## src/rtl/bias_stream_ctrl_pkg.sv

```systemverilog
// Shared constants for the bias/weight streamer family.
// Holds default coefficient sizing, the streamer FSM encoding and small
// elaboration-time helpers used to size address and repeat counters.
package bias_stream_ctrl_pkg;

  // Default sizing for a conv layer bias source.
  localparam int BIAS_COEFF_WIDTH = 16;
  localparam int BIAS_NUM_KERNELS = 16;

  // Streamer control FSM, shared with sibling weight/bias streamers.
  typedef enum logic [1:0] {
    ST_IDLE = 2'd0,
    ST_RUN  = 2'd1,
    ST_DONE = 2'd2
  } stream_state_t;

  // Counter width that never collapses to zero bits.
  function automatic int clog2_min1(input int n);
    return (n <= 1) ? 1 : $clog2(n);
  endfunction

  function automatic int ceil_div(input int a, input int b);
    return (a + b - 1) / b;
  endfunction

endpackage

```

## src/rtl/bias_stream_ctrl_if.sv

```systemverilog
// Control (start/idle/done) and bias stream (din/full_n/write) bundle.
// master: the streamer drives idle/done/din/write and samples start/full_n.
// slave : the controller/FIFO side, mirror image of master.
interface bias_stream_ctrl_if #(
  parameter int W = 16
);

  logic         ap_start;
  logic         ap_idle;
  logic         ap_done;
  logic [W-1:0] output_V_din;
  logic         output_V_full_n;
  logic         output_V_write;

  modport master (
    input  ap_start,
    input  output_V_full_n,
    output ap_idle,
    output ap_done,
    output output_V_din,
    output output_V_write
  );

  modport slave (
    output ap_start,
    output output_V_full_n,
    input  ap_idle,
    input  ap_done,
    input  output_V_din,
    input  output_V_write
  );

endinterface

```

## src/rtl/bias_stream_ctrl_rom.sv

```systemverilog
// Single-port synchronous ROM holding one layer's packed bias words.
// Latency: 1 cycle (ce/addr sampled at an edge, q valid after that edge).
// Backpressure: none; q holds its last value while ce is low.
// Ports: clk, ce (read enable), addr (word index), q (registered word).
module bias_stream_ctrl_rom
  import bias_stream_ctrl_pkg::*;
#(
  parameter int mem_size   = 16,
  parameter int data_width = 16,
  // Word k lives at init_data[k*data_width +: data_width].
  parameter logic [mem_size*data_width-1:0] init_data = '0
) (
  input  logic                                clk,
  input  logic                                ce,
  input  logic [clog2_min1(mem_size)-1:0]     addr,
  output logic [data_width-1:0]               q
);

  always_ff @(posedge clk) begin
    if (ce) begin
      q <= init_data[addr*data_width +: data_width];
    end
  end

endmodule

```

## src/rtl/bias_stream_ctrl.sv

```systemverilog
// Streams a layer's bias vector from ROM, LANES coefficients per beat, NUM_REPEATS times per start.
// Latency: first beat valid 2 cycles after the start edge, then 1 beat/cycle while full_n is high.
// Backpressure: lossless; a 2-entry skid buffer with read credits absorbs full_n=0 indefinitely.
// Ports: ap_clk, ap_rst (sync, active-high), bus.master = start/idle/done + din/full_n/write.
module bias_stream_ctrl
  import bias_stream_ctrl_pkg::*;
#(
  parameter int NUM_KERNELS = BIAS_NUM_KERNELS,
  parameter int COEFF_WIDTH = BIAS_COEFF_WIDTH,
  parameter int LANES       = 1,
  parameter int NUM_REPEATS = 1,
  // Packed ROM image; pad lanes of the last word are expected to be zero.
  parameter logic [((NUM_KERNELS+LANES-1)/LANES)*LANES*COEFF_WIDTH-1:0] ROM_INIT = '0
) (
  input  logic ap_clk,
  input  logic ap_rst,
  bias_stream_ctrl_if.master bus
);

  localparam int W     = LANES * COEFF_WIDTH;
  localparam int DEPTH = ceil_div(NUM_KERNELS, LANES);
  localparam int AW    = clog2_min1(DEPTH);
  localparam int RW    = clog2_min1(NUM_REPEATS);

  localparam logic [AW-1:0] ADDR_LAST = AW'(DEPTH - 1);
  localparam logic [RW-1:0] REP_LAST  = RW'(NUM_REPEATS - 1);

  stream_state_t state, state_nxt;

  logic [AW-1:0] addr;
  logic [RW-1:0] rep;
  logic          fetch_end;   // every read of this run has been issued
  logic          in_flight;   // ROM q carries a word that must be pushed this cycle
  logic [W-1:0]  rom_q;

  logic [1:0]    occ;
  logic [W-1:0]  buf0;        // head entry, drives din
  logic [W-1:0]  buf1;

  logic          run;
  logic          push;
  logic          pop;
  logic          rd_en;
  logic          last_pop;
  logic [2:0]    credit_use;

  // ---------------------------------------------------------------------------
  // FSM
  // ---------------------------------------------------------------------------
  always_ff @(posedge ap_clk) begin
    if (ap_rst) begin
      state <= ST_IDLE;
    end else begin
      state <= state_nxt;
    end
  end

  always_comb begin
    state_nxt = state;
    unique case (state)
      ST_IDLE: if (bus.ap_start) state_nxt = ST_RUN;
      ST_RUN:  if (last_pop)     state_nxt = ST_DONE;
      ST_DONE:                   state_nxt = ST_IDLE;
      default:                   state_nxt = ST_IDLE;
    endcase
  end

  always_comb begin
    run         = (state == ST_RUN);
    bus.ap_idle = (state != ST_RUN);
    bus.ap_done = (state == ST_DONE);
  end

  // ---------------------------------------------------------------------------
  // Fetch side
  // ---------------------------------------------------------------------------
  assign push = in_flight;
  assign pop  = (occ != 2'd0) && bus.output_V_full_n;

  // Credits: entries held plus the word in flight, minus the entry leaving
  // this cycle. Counting the same-cycle pop is what lets a read issue every
  // cycle under full_n=1; the word it returns lands no earlier than next
  // cycle, when at most one entry can still be occupied.
  assign credit_use = {1'b0, occ} + {2'b00, in_flight} - {2'b00, pop};
  assign rd_en      = run && !fetch_end && (credit_use < 3'd2);

  // Last transfer: nothing left to fetch or land, and the head is the only entry.
  assign last_pop = pop && fetch_end && !in_flight && (occ == 2'd1);

  always_ff @(posedge ap_clk) begin
    if (ap_rst) begin
      addr      <= '0;
      rep       <= '0;
      fetch_end <= 1'b0;
      in_flight <= 1'b0;   // any word already read is dropped
    end else begin
      in_flight <= rd_en;
      if (state == ST_IDLE && bus.ap_start) begin
        addr      <= '0;
        rep       <= '0;
        fetch_end <= 1'b0;
      end else if (rd_en) begin
        if (addr == ADDR_LAST) begin
          addr <= '0;
          if (rep == REP_LAST) begin
            rep       <= '0;
            fetch_end <= 1'b1;
          end else begin
            rep <= rep + RW'(1);
          end
        end else begin
          addr <= addr + AW'(1);
        end
      end
    end
  end

  bias_stream_ctrl_rom #(
    .mem_size   (DEPTH),
    .data_width (W),
    .init_data  (ROM_INIT)
  ) u_rom (
    .clk  (ap_clk),
    .ce   (rd_en),
    .addr (addr),
    .q    (rom_q)
  );

  // ---------------------------------------------------------------------------
  // Skid buffer (2 entries, head in buf0)
  // ---------------------------------------------------------------------------
  always_ff @(posedge ap_clk) begin
    if (ap_rst) begin
      occ  <= 2'd0;
      buf0 <= '0;
      buf1 <= '0;
    end else begin
      unique case ({push, pop})
        2'b10: begin
          if (occ == 2'd0) buf0 <= rom_q;
          else             buf1 <= rom_q;
          occ <= occ + 2'd1;
        end
        2'b01: begin
          buf0 <= buf1;
          occ  <= occ - 2'd1;
        end
        2'b11: begin
          // Occupancy unchanged; the new word goes behind whatever remains.
          if (occ == 2'd1) begin
            buf0 <= rom_q;
          end else begin
            buf0 <= buf1;
            buf1 <= rom_q;
          end
        end
        default: ;
      endcase
    end
  end

  assign bus.output_V_write = (occ != 2'd0);
  assign bus.output_V_din   = buf0;

endmodule

```

## src/flat_wrapper.sv

```systemverilog
// flat-port wrapper written by rule: the top's interface ports become plain ports
module bias_stream_ctrl_flat import bias_stream_ctrl_pkg::*;
#(
  parameter int NUM_KERNELS = BIAS_NUM_KERNELS,
  parameter int COEFF_WIDTH = BIAS_COEFF_WIDTH,
  parameter int LANES       = 1,
  parameter int NUM_REPEATS = 1,
                                                                          
  parameter logic [((NUM_KERNELS+LANES-1)/LANES)*LANES*COEFF_WIDTH-1:0] ROM_INIT = '0
)
  (ap_clk, ap_rst, bus_ap_start, bus_output_V_full_n, bus_ap_idle, bus_ap_done, bus_output_V_din, bus_output_V_write);
  bias_stream_ctrl_if #(.W(16)) bus_i ();
  input  logic ap_clk;
  input  logic ap_rst;
  input wire logic [$bits(bus_i.ap_start)-1:0] bus_ap_start;
  input wire logic [$bits(bus_i.output_V_full_n)-1:0] bus_output_V_full_n;
  output wire logic [$bits(bus_i.ap_idle)-1:0] bus_ap_idle;
  output wire logic [$bits(bus_i.ap_done)-1:0] bus_ap_done;
  output wire logic [$bits(bus_i.output_V_din)-1:0] bus_output_V_din;
  output wire logic [$bits(bus_i.output_V_write)-1:0] bus_output_V_write;
  assign bus_i.ap_start = bus_ap_start;
  assign bus_i.output_V_full_n = bus_output_V_full_n;
  assign bus_ap_idle = bus_i.ap_idle;
  assign bus_ap_done = bus_i.ap_done;
  assign bus_output_V_din = bus_i.output_V_din;
  assign bus_output_V_write = bus_i.output_V_write;
  bias_stream_ctrl #(.NUM_KERNELS(NUM_KERNELS), .COEFF_WIDTH(COEFF_WIDTH), .LANES(LANES), .NUM_REPEATS(NUM_REPEATS), .ROM_INIT(ROM_INIT)) u_core (.ap_clk(ap_clk), .ap_rst(ap_rst), .bus(bus_i));
endmodule
```

## config.mk

```make
export PLATFORM = sky130hd
export DESIGN_NAME = bias_stream_ctrl_flat
export DESIGN_NICKNAME = d
export VERILOG_FILES = /design/src/rtl/bias_stream_ctrl_pkg.sv /design/src/rtl/bias_stream_ctrl_if.sv /design/src/rtl/bias_stream_ctrl_rom.sv /design/src/rtl/bias_stream_ctrl.sv /design/src/flat_wrapper.sv
export SDC_FILE = /design/constraint.sdc
export NUM_CORES = 1
export LEC_CHECK = 0
export ABC_AREA = 1
export CAP_MARGIN = 20
export CORE_AREA = 2 2 43 45
export CTS_CLUSTER_SIZE = 25
export DETAILED_ROUTE_END_ITERATION = 16
export DIE_AREA = 0 0 45 47
export PLACE_DENSITY = 0.78
export SLEW_MARGIN = 0
export SYNTH_ARGS = -nofsm -noshare
export SYNTH_HDL_FRONTEND = slang
export SYNTH_SLANG_ARGS = --single-unit
```

## constraint.sdc

```tcl
create_clock -name ap_clk -period 2.84 [get_ports ap_clk]
set_input_delay 0.568 -clock ap_clk [delete_from_list [all_inputs] [get_ports ap_clk]]
set_output_delay 0.568 -clock ap_clk [all_outputs]
set_load 0.005 [all_outputs]
```

# --- Yosys cells after proc, flatten, opt, wreduce, memory -nomap -nowiden ---
# Index checks and enable logic that the tools add are counted.
totals:
  ff_bits: 59
  inputBits: 4
  word_cells: 64
  output_inout_bits: 19
classes:
  add_sub_neg: 6
  n_lt_le_gt_ge: 1
  n_eq_ne: 13
  bitwise: 1
  n_reduce_logical: 21
  shifts: 1
  n_mux: 12
ops:
  columns: ["cell", "n"]
  rows:
  - ["256-bit by 9-bit indexed part select with 16-bit output, first input constant", 1]
  - ["16-bit two-way mux", 4]
  - ["16-bit one-hot mux with 3 select lines", 1]
  - ["16-bit one-hot mux with 2 select lines", 1]
  - ["2-bit != test, second input constant", 4]
  - ["2-bit one-hot mux with 2 select lines", 2]
  - ["1-bit logical AND", 7]
  - ["2-bit by 1-bit == test with 1-bit output, second input constant", 3]
  - ["2-bit == test, second input constant", 3]
  - ["2-bit AND reduction", 3]
  - ["3-bit AND reduction", 2]
  - ["2-bit nonzero test", 3]
  - ["4-bit by 1-bit adder with 4-bit output, second input constant", 1]
  - ["4-bit == test, second input constant", 1]
  - ["2-bit zero test", 2]
  - ["2-bit two-way mux", 2]
  - ["4-bit two-way mux", 1]
  - ["2-bit by 1-bit != test with 1-bit output, second input constant", 2]
  - ["2-bit by 1-bit adder with 3-bit output", 1]
  - ["3-bit by 2-bit < comparator with 1-bit output, second input constant", 1]
  - ["3-bit nonzero test", 1]
  - ["3-bit by 1-bit subtractor with 3-bit output", 1]
  - ["2-bit by 1-bit adder with 2-bit output, second input constant", 1]
  - ["1-bit zero test", 2]
  - ["5 further kinds", 5]

# --- Longest topological paths before layout ---
# Gate-level depths: netlist of the first run.
depth:
  ltp_word: 7
  ltp_mapped: 16
  ltp_nobuf: 16

# --- Modules after synthesis ---
# A second synthesis of the first run with hierarchy kept.
unflattened:
  cells_unflattened: 313
  hier_area_um2: 2204.6
by_module_without_submodules:
  columns: ["mod", "seq_area_each_um2", "n_inst", "area_each_um2", "cells_per_inst"]
  rows:
  - ["bias_stream_ctrl", 840.8, 1, 2080.7, 296]
  - ["bias_stream_ctrl_rom", 0.0, 1, 123.9, 17]

# --- Worst setup path after synthesis of the first run ---
# No wires, ideal clock.
synth_path:
  kind: "register to register"
  startpoint: "register u_core.occ[1]"
  endpoint: "register u_core.addr[0]"
  path_buffers: 0
  path_stages_with_launch: 15
  slack_ns: 0.839
  period_less_slack_ns: 2.001
  arrival_time_ns: 1.889
  setup_ns: 0.112
  path_cell_list: "dfxtp_1 > inv_1 > ha_1 > inv_2 > nand3b_1 > nand2_1 > nand2_1 > fa_1 > nand2_1 > nor2_8 > nand2_2 > nand2_1 > nand2_1 > inv_1 > nor2_1"
synth_via:
  elab_chain_len: 5
synth_rtl:
  columns: ["element", "line_no", "text"]
  rows:
  - ["from (decl)", "bias_stream_ctrl.sv:36", "logic [1:0] occ;"]
  - ["from (signal assigned)", "bias_stream_ctrl.sv:142", "occ <= occ + 2'd1;"]
  - ["from (signal assigned)", "bias_stream_ctrl.sv:146", "occ <= occ - 2'd1;"]
  - ["2-bit nonzero test", null, null]
  - ["via bus_output_V_write", "flat_wrapper.sv:20", "output wire logic [$bits(bus_i.output_V_write)-1:0] bus_output_V_write;"]
  - ["1-bit logical AND", "bias_stream_ctrl.sv:78", "assign pop = (occ != 2'd0) && bus.output_V_full_n;"]
  - ["3-bit by 1-bit subtractor with 3-bit output", "bias_stream_ctrl.sv:84", "assign credit_use = {1'b0, occ} + {2'b00, in_flight} - {2'b00, pop};"]
  - ["3-bit by 2-bit < comparator with 1-bit output", "bias_stream_ctrl.sv:85", "assign rd_en = run && !fetch_end && (credit_use < 3'd2);"]
  - ["1-bit logical AND", "bias_stream_ctrl.sv:85", null]
  - ["to (signal assigned)", "bias_stream_ctrl.sv:112", "addr <= addr + AW'(1);"]
  - ["to (decl)", "bias_stream_ctrl.sv:30", "logic [AW-1:0] addr;"]
# The timed path passes the listed nets, and every way through them passes these cells.
# A chain may end at the register's enable or synchronous reset.

# --- Final worst setup path of the first run ---
layout_path:
  startpoint: "input bus_output_V_full_n"
  endpoint: "register u_core.addr[0]"
layout_via:
  elab_chain_len: 4
layout_rtl:
  columns: ["element", "line_no", "text"]
  rows:
  - ["from (decl)", "flat_wrapper.sv:16", "input wire logic [$bits(bus_i.output_V_full_n)-1:0] bus_output_V_full_n;"]
  - ["1-bit logical AND", "bias_stream_ctrl.sv:78", null]
  - ["3-bit by 1-bit subtractor with 3-bit output", "bias_stream_ctrl.sv:84", null]
  - ["3-bit by 2-bit < comparator with 1-bit output", "bias_stream_ctrl.sv:85", null]
  - ["1-bit logical AND", "bias_stream_ctrl.sv:85", null]
# No other way between the ends.

==> impl_results.md, run 1 <==
- Status: complete, no violations
- Required @ worst endpoint: 3.00 ns
- Core area: 1650 sq um
- First-pass DRT Iterations: 2
- FFs w/ async S/R, synth: 0
- Initial antenna violation count: 0
- Max cap viols: 0
- Fillers: 157
- Clk_lat worst skew: 0.26 ns
- Die ar.: 2120 sq um
- Vias in the first global route: 457
- Final setup violation count: 0
- Tot Pwr: 495 uW
- Iter 0 DRT Violations: 9
- Rows: 15
- Largest net degree at the start of global routing: 8
- GRT busiest layer: met2
- First-pass GRT wire length: 1.69 mm
- Root Buffer Master: clkbuf_4
- Die Wd: 45 microns
- Detail Route Antenna Nets: 0
- Count leader, synth: nand2_1
- IO Port Bufs: 6
- Fin crit share: 0.790
- H-Tree Depth: 1
- Yosys warns: 0
- TNS Setup: 0 ns
- Total number of vias: 552
- Layout cell share with drive strength beyond 1: 0.0833
- Critical path class: input port to register
- Worst R2R Path Depth: 14
- Hold Slack: 0.489 ns
- Pwr dens: 670 nW/um^2
- Wirelength per Cell: 8.46 microns
- Met1 Use GR: 0.113
- Post-CTS Resized: 0
- GR Util All Layers: 0.116
- Sequential share of the synthesized area: 0.286
- Starting density of the core: 0.423
- Fin. Hold Viols: 0
- Slew Limit Fails: 0
- CP Capture Type: register
- Diodes inserted: 0
- Routing usage on met3: 0.0577
- Leakage: 0.000355 uW
- CTS sink count: 10
- Worst min path class: register to register
- Synth cell count leaders: nand2_1 (22), buf_4 (16), inv_1 (14)
- Mapped Cells: 100
- Bufs on Longest Clock Path: 2
- IO Pins: 23
- HPWL after DPL: 860 microns
- Routed wire length: 1.06 mm
- Distinct cells, synth: 20
- Hold path depth: 2
- Post-synth design cell area: 699 sq um
- VDD IR max: 0.363 mV
- Vias per cell: 4.42
- DR DRC count: 0
- GR Util met2: 0.200
- Post-route minimum period: 2.24 ns
- CTS buffer count: 3
- Max Clk Rate: 0.446 GHz
- Fin nets: 118
- Die height: 47 microns
- Hold_buf cts: 0
- Crit start category: input port
- Area grow syn2layout: 5.72%
- GRT Residual Overflow: 0
- CTS tree: built
- Seq cells post-synth: 10
- Post-synth top area share: 0.286
- Fin Clk Skew: 0.00222 ns
- CP max FO: 7
- EDFF count, synth: 0
- Reg clk slew, reported paths: 0.06 ns
- Mean post-synth cell area: 6.99 sq um
- Total setup buffers inserted after CTS: 0
- Area leader, netlist: dfxtp_1
- CP Data Arrival Time: 2.40 ns
- RSZ-0062 raised after global routing: no
- Top post-synthesis cells by area: dfxtp_1 (29%), buf_4 (17%), nand2_1 (12%)
- Predominant post-synthesis flop cell: dfxtp_1
- GPL Wtd Cong: 0.797
==> sequential cells by signal, indices dropped and copies added, names as in the netlist <==
signal            cells
u_core.addr           4
u_core.occ            2
u_core.state          2
u_core.fetch_end      1
u_core.in_flight      1
==> routing by layer <==
layer	share of wire	wire, microns
met3	0.065	69
met1	0.42	442
met2	0.50	530
met5	0	0
met4	0.014	15
==> report_power, final <==
| part | leakage (uW) | internal (uW) | switching [uW] |
|---|---|---|---|
| clock | 0.0000138 | 48.8 | 45.0 |
| sequential | 0.0000814 | 158 | 17.5 |
| combinational | 0.000260 | 86.8 | 139 |
==> kinds of logic after synthesis <==
logic type / Yosys count / share of synthesized area
flip-flops: 10 / 0.286
adder cells (fa/ha/maj): 4 / 0.0823
AO/OA/AOI/OAI: 5 / 0.0358
other: 1 / 0.00536
AND/OR/NAND/NOR: 49 / 0.338
buffers and inverters: 31 / 0.252
==> critical path, cell delays in order <==
cell and delay [ns]:
clkdlybuf4s50_1 0.42, nand2_1 0.11, nand2_1 0.09, nand2_1 0.09, nand2_1 0.08, fa_1 0.49, nand2_1 0.13, nor2_8 0.15
nand2_2 0.09, nand2_1 0.07, nand2_1 0.04, inv_1 0.04, nor2_1 0.03
==> placed cells by master, fill, tap and decap left out, types with 2 or more instances in the layout <==
| master | instances |
|---|---|
| nand2_2 | 2 |
| inv_1 | 14 |
| dfxtp_1 | 10 |
| nor2_1 | 9 |
| nand2_1 | 22 |
| conb_1 | 16 |
| nor3_1 | 2 |
| nand3_1 | 8 |
| ha_1 | 3 |
| a21oi_1 | 4 |
| clkbuf_4 | 3 |
| clkdlybuf4s50_1 | 6 |
==> metrics by stage <==
| step | worst slack, ns | std cells | cell area [sq um] | utilization |
|---|---|---|---|---|
| after floorplan | 0.839 | 115 | 756 | - |
| after detailed placement | 0.329 | 122 | 717 | 0.434 |
| final | 0.597 | 125 | 739 | 0.448 |
| after global routing | 0.460 | 125 | 739 | 0.448 |
| after CTS | 0.594 | 125 | 739 | 0.448 |
| after global placement | 0.363 | 122 | 717 | 0.434 |
==> worst paths after layout <==
path	start	to	slack [ns]
worst max-delay path	bus_output_V_full_n	u_core.addr[0]	0.60
worst min-delay path	u_core.addr[1]	u_core.addr[1]	0.49
worst max register to register	u_core.occ[1]	u_core.addr[0]	0.68
worst min register to register	u_core.addr[1]	u_core.addr[1]	0.49
==> area by class of cell <==
class / instances / area (sq um) / area share
multi-input cells: 74 / 379 / 0.513
flip-flops and latches: 10 / 200 / 0.271
repair buffers: 6 / 60.1 / 0.0812
inverters: 15 / 56.3 / 0.0761
clock buffers: 3 / 22.5 / 0.0305
well taps: 17 / 21.3 / 0.0288
Note: power is estimated with default switching activity, not from simulation.
==> run 2, diff against run 1 <==
--- a/config.mk
+++ b/config.mk
@@ -7,11 +7,11 @@
 export LEC_CHECK = 0
 export ABC_AREA = 1
 export CAP_MARGIN = 20
-export CORE_AREA = 2 2 43 45
+export CORE_AREA = 2 2 52 42
 export CTS_CLUSTER_SIZE = 25
 export DETAILED_ROUTE_END_ITERATION = 16
-export DIE_AREA = 0 0 45 47
-export PLACE_DENSITY = 0.78
+export DIE_AREA = 0 0 54 44
+export PLACE_DENSITY = 0.74
 export SLEW_MARGIN = 0
 export SYNTH_ARGS = -nofsm -noshare
 export SYNTH_HDL_FRONTEND = slang
==> constraint.sdc (replaced) <==
create_clock -name ap_clk -period 2 [get_ports ap_clk]
set_input_delay 0.4 -clock ap_clk [delete_from_list [all_inputs] [get_ports ap_clk]]
set_output_delay 0.4 -clock ap_clk [all_outputs]
set_load 0.005 [all_outputs]
==> run 2 against run 1 <==
Wire length is 18% higher. Clock power grew 91%. Global-route usage hardly changed. Clock skew up 0.0026 ns. Register-to-register slack got worse by 0.65 ns. Cell area grew 18%. Die area up 12%. Worst hold slack improved by 0.0013 ns. Count of clock-buffer cells in the layout grew 1. Critical path depth is 1 higher. Utilization grew 1.4 points. Flip-flop and latch count unchanged. Critical path type is now register to register. Largest power group unchanged.
==> impl_results.md, run 2 (synthesis gave the netlist of run 1 again) <==
- Crit start category: register (was input port)
- Combined flip-flop and latch cell area: 203 sq um (was 200 sq um)
- Regs by FF count: u_core.addr: 4 flops, u_core.occ: 2 flops, u_core.state: 2 flops (unchanged)
- CP Data Arrival Time: 2.14 ns (was 2.40 ns)
- Worst R2R Path Depth: 14 (unchanged)
- CP Launch Point: u_core.occ[1] (was bus_output_V_full_n)
- Top sig layer: met4 (unchanged)
- GRT Residual Overflow: 0 (unchanged)
- Detail Route Antenna Nets: 0 (unchanged)
- Worst min path class: register to register (unchanged)
- TNS Setup: 0 ns (unchanged)
- DRT met1 WL: 539 microns (was 442 microns)
- Worst setup path endpoint: u_core.addr[0] (unchanged)
- R2r endpoint: u_core.addr[0] (unchanged)
- GPL Wtd Cong: 0.842 (was 0.797)
- Met2 wire len: 604 microns (was 530 microns)
- CTS tree: built (unchanged)
- Wirelength per Cell: 8.80 microns (was 8.46 microns)
- Diodes inserted: 0 (unchanged)
- First-pass DRT Iterations: 4 (was 2)
- Total number of vias: 592 (was 552)
- Most flops, register: u_core.addr (unchanged)
- Reg clk slew, reported paths: 0.06 ns (about the same)
- Pwr dens: 1060 nW/um^2 (was 670 nW/um^2)
- Most common cell after layout, fill and taps aside: nand2_1 (unchanged)
- Fillers: 193 (was 157)
- Fin Clk Skew: 0.00480 ns (was 0.00222 ns)
- Finished Layout Cells: 142 (was 125)
- Bufs on Longest Clock Path: 2 (unchanged)
- Flop2flop setup slack: 0.03 ns (was 0.68 ns)
- Layout cell share with drive strength beyond 1: 0.263 (was 0.0833)
- Most frequent cells in the layout: nand2_1 (17), conb_1 (16), inv_1 (12) (was nand2_1 (22), conb_1 (16), inv_1 (14))
- Metal3 WL: 99 microns (was 69 microns)
- Fin nets: 127 (was 118)
- Clk_lat worst skew: 0.27 ns (was 0.26 ns)
- Required @ worst endpoint: 2.17 ns (was 3.00 ns)
- DR DRC count: 0 (unchanged)
- CTS buffer count: 3 (unchanged)
- IO Pins: 23 (unchanged)
- Die Wd: 54 microns (was 45 microns)
- Placed cells: 136 (was 122)
- Starting density of the core: 0.370 (was 0.423)
- Rows: 14 (was 15)
- VDD IR max: 0.605 mV (was 0.363 mV)
- First-pass GRT wire length: 1.90 mm (was 1.69 mm)
- Final setup violation count: 0 (unchanged)
- RR Startpoint: u_core.occ[1] (unchanged)
- Final Util: 0.462 (was 0.448)
- Post-route minimum period: 1.97 ns
- CP max FO: 7 (unchanged)
- Critical path class: register to register (was input port to register)
- Max Clk Rate: 0.509 GHz
- Die height: 44 microns (was 47 microns)
- Max FFs per register: 4 (unchanged)
- Slew Limit Fails: 0 (unchanged)
- RSZ-0062 raised after global routing: yes (was no)
- Hold Slack: 0.490 ns (was 0.489 ns)
- Status: complete, no violations (unchanged)
- Fin crit share: 0.983
- Fin. Hold Viols: 0 (unchanged)
- CTS sink count: 10 (unchanged)
- Core area: 1890 sq um (was 1650 sq um)
- Leakage: 0.000415 uW (was 0.000355 uW)
- H-Tree Depth: 1 (unchanged)
- Tot Pwr: 922 uW (was 495 uW)
- Iter 0 DRT Violations: 8 (was 9)
- Max cap viols: 0 (unchanged)
- Initial antenna violation count: 0 (unchanged)
- Multi-input logic area: 419 sq um (was 379 sq um)
- IO Port Bufs: 6 (unchanged)
- Area grow syn2layout: 24.9% (was 5.72%)
- Routed wire length: 1.25 mm (was 1.06 mm)
- HPWL after DPL: 969 microns (was 860 microns)
- Die ar.: 2380 sq um (was 2120 sq um)
- CP Capture Type: register (unchanged)
- Vias in the first global route: 487 (was 457)
- Vias per cell: 4.17 (was 4.42)
- Root Buffer Master: clkbuf_4 (unchanged)
- Largest net degree at the start of global routing: 8 (unchanged)
- GR Util All Layers: 0.116 (about the same)
==> run 2: cell types whose count changed in the layout (fill, tap and decap cells not counted), moves of 2 or more <==
cell / previous run / this run
inv_1: 14 / 12
buf_4: 0 / 9
nand2_2: 2 / 6
nand2_1: 22 / 17
dfxtp_1: 10 / 8
nand3_1: 8 / 6
nand3_2: 0 / 2
dfxtp_2: 0 / 2
==> run 2: worst min-delay path by stage <==
stage                          start               to  slack (ns)  depth (start not counted)
global route        u_core.fetch_end  u_core.state[1]        0.53                          2
floorplan             u_core.addr[1]   u_core.addr[1]        0.45                          2
finish                u_core.addr[1]   u_core.addr[1]        0.49                          2
detailed placement    u_core.addr[2]   u_core.addr[2]        0.49                          2
global placement      u_core.addr[1]   u_core.addr[1]        0.47                          2
CTS                   u_core.addr[1]   u_core.addr[1]        0.49                          2
==> run 2: stage by stage <==
stage / setup WS (ns) / cell area (sq um)
after CTS: 0.00780 / 861
after global placement: -0.230 / 781
after detailed placement: -0.291 / 781
after floorplan: 0.0299 / 758
after global routing: -0.0778 / 873
final: 0.0344 / 873
==> run 2: area by class of cell <==
| class | instances | share of cell area |
|---|---|---|
| Multi-Input combinational cell | 74 | 0.480 |
| Clock buffer | 4 | 0.0415 |
| Sequential cell | 10 | 0.232 |
| Tap cell | 24 | 0.0344 |
| Inverter | 15 | 0.0673 |
| Timing Repair Buffer | 15 | 0.145 |
==> run 2: what timing repair did <==
item                       in CTS  in global routing
setup endpoints to repair       2                  5
hold buffers                    0                  0
buffers inserted                1                  1
resized for setup              13                  2
pin swaps                       3                  2
==> run 2: layer usage <==
| metal | up-vias | GRT usage |
|---|---|---|
| met2 | 19 | 0.200 |
| met4 | 0 | 0.0150 |
| li1 | 312 | - |
| met3 | 2 | 0.0724 |
| met1 | 259 | 0.124 |
| met5 | - | 0 |
==> run 2: where the power goes <==
part / internal [uW] / switching (uW)
combinational: 226 / 269
sequential: 228 / 20.0
clock: 111 / 68.4
==> run 2: critical path, cell delays in order, from the launching register on <==
cell and delay, ns:
dfxtp_2 0.33, inv_2 0.06, ha_4 0.16, inv_4 0.06
nand3b_1 0.13, nand2_2 0.10, nand2_2 0.06, fa_1 0.49
nand2_2 0.08, nor2_8 0.15, nand2_4 0.08, nand2_2 0.06
nand2_1 0.05, inv_1 0.05, nor2_1 0.03
==> run 3, diff against run 2 <==
--- a/config.mk
+++ b/config.mk
@@ -7,12 +7,13 @@
 export LEC_CHECK = 0
 export ABC_AREA = 1
 export CAP_MARGIN = 20
-export CORE_AREA = 2 2 52 42
-export CTS_CLUSTER_SIZE = 25
+export CORE_AREA = 2 2 78 61
+export CTS_CLUSTER_SIZE = 40
 export DETAILED_ROUTE_END_ITERATION = 16
-export DIE_AREA = 0 0 54 44
-export PLACE_DENSITY = 0.74
+export DIE_AREA = 0 0 80 63
+export PLACE_DENSITY = 0.8
 export SLEW_MARGIN = 0
 export SYNTH_ARGS = -nofsm -noshare
 export SYNTH_HDL_FRONTEND = slang
+export SYNTH_HIERARCHICAL = 1
 export SYNTH_SLANG_ARGS = --single-unit
==> run 3 against run 2 <==
Combinational power rose to 2.9 times the previous value. Synthesized cell count grew to 3.1 times the previous value. Utilization grew 16 points. Largest cell class unchanged. The run now ends with negative setup slack left. Area after synthesis rose to 3.2 times the previous value. Count of clock-buffer cells in the layout rose by 3. Largest power group unchanged. Setup slack lost 0.23 ns. Critical path type unchanged. Non-clock buffer count up 26. Global-route usage rose by 6.8 points. Maximum frequency fell by 10%. Clock skew fell by 0.0017 ns. Highest routed layer unchanged. Power grew to 3.4 times the previous value.
==> impl_results.md, run 3 <==
- DR DRC count: 0 (unchanged)
- Die Wd: 80 microns (was 54 microns)
- Slew Limit Fails: 0 (unchanged)
- Worst setup margin: -0.194 ns (was 0.0344 ns)
- IO Pins: 23 (unchanged)
- Mux cell area share after synthesis: 0 (unchanged)
- Bufs on Longest Clock Path: 2 (unchanged)
- Count leader, synth: nand2_1 (unchanged)
- Fin Clk Skew: 0.00311 ns (was 0.00480 ns)
- Fin. Hold Viols: 0 (unchanged)
- Required @ worst endpoint: 2.23 ns (was 2.17 ns)
- Final Util: 0.625 (was 0.462)
- Hold_buf cts: 0 (unchanged)
- Distinct cells, synth: 29 (was 20)
- Post-route minimum period: 2.19 ns (was 1.97 ns)
- Detail Route Antenna Nets: 0 (unchanged)
- GPL Wtd Cong: 0.821 (was 0.842)
- Failing checks: negative setup slack
- Switching pwr: 1090 uW (was 358 uW)
- Largest net degree at the start of global routing: 34 (was 8)
- GR Util All Layers: 0.184 (was 0.116)
- FFs w/ async S/R, synth: 0 (unchanged)
- RR Startpoint: u_core/occ[0] (was u_core.occ[1])
- Leakage: 0.00135 uW (was 0.000415 uW)
- R2r endpoint: u_core/addr[3] (was u_core.addr[0])
- Most common cell after layout, fill and taps aside: nand2_1 (unchanged)
- IO Port Bufs: 22 (was 6)
- Root Buffer Master: clkbuf_8 (was clkbuf_4)
- Most frequent cells in the layout: nand2_1 (66), inv_1 (62), dfxtp_1 (40) (was nand2_1 (17), conb_1 (16), inv_1 (12))
- Routed wire length: 4.07 mm (was 1.25 mm)
- Predominant post-synthesis flop cell: dfxtp_1 (unchanged)
- Area grow syn2layout: 22.2% (was 24.9%)
- Largest family of logic cells by synthesized area: simple AND/OR/NAND/NOR gates (unchanged)
- Pwr dens: 1180 nW/um^2 (was 1060 nW/um^2)
- Vias in the first global route: 1,710 (was 487)
- Critical path class: register to register (unchanged)
- Adder-Cell Fraction of Synth Area: 0.0488 (was 0.0823)
- Sw frac: 0.343 (was 0.388)
- Die ar.: 5040 sq um (was 2380 sq um)
- Int Power: 2090 uW (was 564 uW)
- H-Tree Depth: 2 (was 1)
- Worst min path class: register to register (unchanged)
- Slew HR: 0.549
- Mean post-synth cell area: 7.04 sq um (was 6.99 sq um)
- Clk_lat worst skew: 0.28 ns (was 0.27 ns)
- CTS sink count: 42 (was 10)
- Max cap viols: 0 (unchanged)
- Post-synth design cell area: 2200 sq um (was 699 sq um)
- Die height: 63 microns (was 44 microns)
- Reg clk slew, reported paths: 0.07 ns (was 0.06 ns)
- VDD IR max: 0.707 mV (was 0.605 mV)
- Wirelength per Cell: 10.0 microns (was 8.80 microns)
- Combined flip-flop and latch cell area: 843 sq um (was 203 sq um)
- Worst Max-Slew Pin Slew: 0.677 ns
- Starting density of the core: 0.512 (was 0.370)
- CP Data Arrival Time: 2.42 ns (was 2.14 ns)
- Mapped Cells: 313 (was 100)
- Sequential share of the synthesized area: 0.381 (was 0.286)
- Logic pwr share: 0.452 (was 0.537)
- GRT Residual Overflow: 0 (unchanged)
- Sequential Power Share: 0.390 (was 0.269)
- Rows: 21 (was 14)
- HPWL after DPL: 2.90 mm (was 969 microns)
- Yosys warns: 6 (was 0)
- Synth Area in Compound Gates: 0.145 (was 0.0358)
- Layout cell share with drive strength beyond 1: 0.135 (was 0.263)
- EDFF count, synth: 0 (unchanged)
- Hold Crit Start: u_core/buf1[12] (was u_core.addr[1])
- CP max FO: 6 (was 7)
- Core area: 4310 sq um (was 1890 sq um)
- First-pass DRT Iterations: 4 (unchanged)
- Vias per cell: 4.56 (was 4.17)
- Iter 0 DRT Violations: 100 (was 8)
- Fin nets: 361 (was 127)
- Flop2flop setup slack: -0.19 ns (was 0.03 ns)
- CTS tree: built (unchanged)
- Fillers: 376 (was 193)
- CTS buffer count: 5 (was 3)
- Multi-input logic area: 1020 sq um (was 419 sq um)
- Total number of vias: 1,851 (was 592)
- Hold path depth: 2 (unchanged)
- Post-synthesis xor/xnor area fraction: 0.00795 (was 0)
- Diodes inserted: 0 (unchanged)
- Final setup violation count: 6 (was 0)
- Post-Synth Simple-Gate Area: 0.210 (was 0.338)
- RSZ-0062 raised after global routing: yes (unchanged)
- Area leader, netlist: dfxtp_1 (unchanged)
- Seq cells post-synth: 42 (was 10)
- Initial antenna violation count: 0 (unchanged)
- Pre-CTS setup slack: -0.677 ns (was -0.291 ns)
- Synth cell count leaders: nand2_1 (69), inv_1 (65), dfxtp_1 (42) (was nand2_1 (22), buf_4 (16), inv_1 (14))
- Status: complete, but fails checks (was complete, no violations)
- Max Clk Rate: 0.456 GHz (was 0.509 GHz)
- Fin crit share: 1.10 (was 0.983)
- Worst R2R Path Depth: 12 (was 14)
- First-pass GRT wire length: 7.44 mm (was 1.90 mm)
- Crit start category: register (unchanged)
- Top post-synthesis cells by area: dfxtp_1 (38%), nand2_1 (12%), inv_1 (11%) (was dfxtp_1 (29%), buf_4 (17%), nand2_1 (12%))
- Clock Power Share: 0.158 (was 0.194)
- CP Capture Type: register (unchanged)
- Hold endpoint: u_core/buf1[12] (was u_core.addr[1])
- Post-synth top area share: 0.381 (was 0.286)
==> run 3: cell types whose count changed after synthesis, moves of 2 or more <==
cell and change:
a21oi_1 +17, buf_2 +2, buf_4 +3, buf_6 +3, clkbuf_1 +3, dfxtp_1 +32
ha_1 +4, inv_1 +51, nand2_1 +47, nand3_1 +12, o21ai_0 +24, o21ai_1 +9
xor2_1 +2
==> run 3: layout make-up <==
| cell class | count | share of cell area |
|---|---|---|
| sequential | 42 | 0.313 |
| inverter | 68 | 0.0948 |
| tap | 57 | 0.0265 |
| timing repair buffer | 41 | 0.158 |
| clock buffer | 7 | 0.0283 |
| multi-input combinational | 191 | 0.379 |
==> run 3: routing by layer <==
metal	global-route usage	share of wire	up-vias
met5	0	0	-
met4	0.0593	0.0047	0
met3	0.0390	0.032	2
met2	0.288	0.46	24
met1	0.254	0.51	824
li1	-	-	1001
==> run 3: cell families (layout without fill, tap and decap cells) <==
family                   count (synthesis)  after routing
AND/OR/NAND/NOR                        107            107
buffers and inverters                   95            116
AO/OA/AOI/OAI                           58             58
flip-flops                              42             42
adder cells (fa/ha/maj)                  8              8
XOR/XNOR                                 2              2
other                                    1             16
==> run 3: what timing repair did <==
item | CTS | global route
gates resized for setup | 3 | 5
pin swaps | 11 | 6
setup endpoints to repair | 6 | 7
setup buffers | 0 | 1
cloned | 0 | 0
==> run 3: worst max path at each step <==
| stage | start | end | slack (ns) | cells past startpoint |
|---|---|---|---|---|
| 2_1_floorplan | u_core/occ[1] | u_core/addr[1] | -0.21 | 11 |
| 5_1_grt | u_core/occ[1] | u_core/addr[3] | -0.33 | 12 |
| 3_5_place_dp | bus_output_V_full_n | u_core/addr[1] | -0.68 | 11 |
| 6_report | u_core/occ[0] | u_core/addr[3] | -0.19 | 12 |
| 3_3_place_gp | bus_output_V_full_n | u_core/addr[1] | -0.61 | 11 |
| 4_1_cts | u_core/occ[0] | u_core/addr[1] | -0.25 | 11 |
==> run 3: through the flow <==
stage | setup TNS, ns | power (uW) | hold slack (ns) | area [sq um] | cells
2_1_floorplan | -0.891 | 2070 | 0.424 | 2290 | 328
3_3_place_gp | -4.33 | 2620 | 0.430 | 2580 | 398
3_5_place_dp | -6.49 | 2660 | 0.435 | 2580 | 398
4_1_cts | -1.30 | 3190 | 0.446 | 2670 | 405
5_1_grt | -1.74 | 3460 | 0.475 | 2690 | 406
6_report | -1.02 | 3170 | 0.444 | 2690 | 406
==> run 3: critical path: stages (launching register included) <==
cell     delay [ns]
dfxtp_2        0.34
inv_2          0.05
ha_4           0.16
nor2_4         0.11
ha_4           0.21
or2_4          0.22
fa_1           0.49
nand2_2        0.07
nor2_4         0.19
nand3_1        0.10
nand2_1        0.07
nand2_1        0.06
nor2_1         0.08
==> run 3: power groups by stage <==
| stage | logic (uW) | registers [uW] | clock network, uW |
|---|---|---|---|
| floorplan | 814 | 1260 | 0 |
| global placement | 1370 | 1250 | 0 |
| detailed placement | 1400 | 1260 | 0 |
| CTS | 1420 | 1240 | 525 |
| global route | 1630 | 1270 | 561 |
| finish | 1440 | 1240 | 500 |
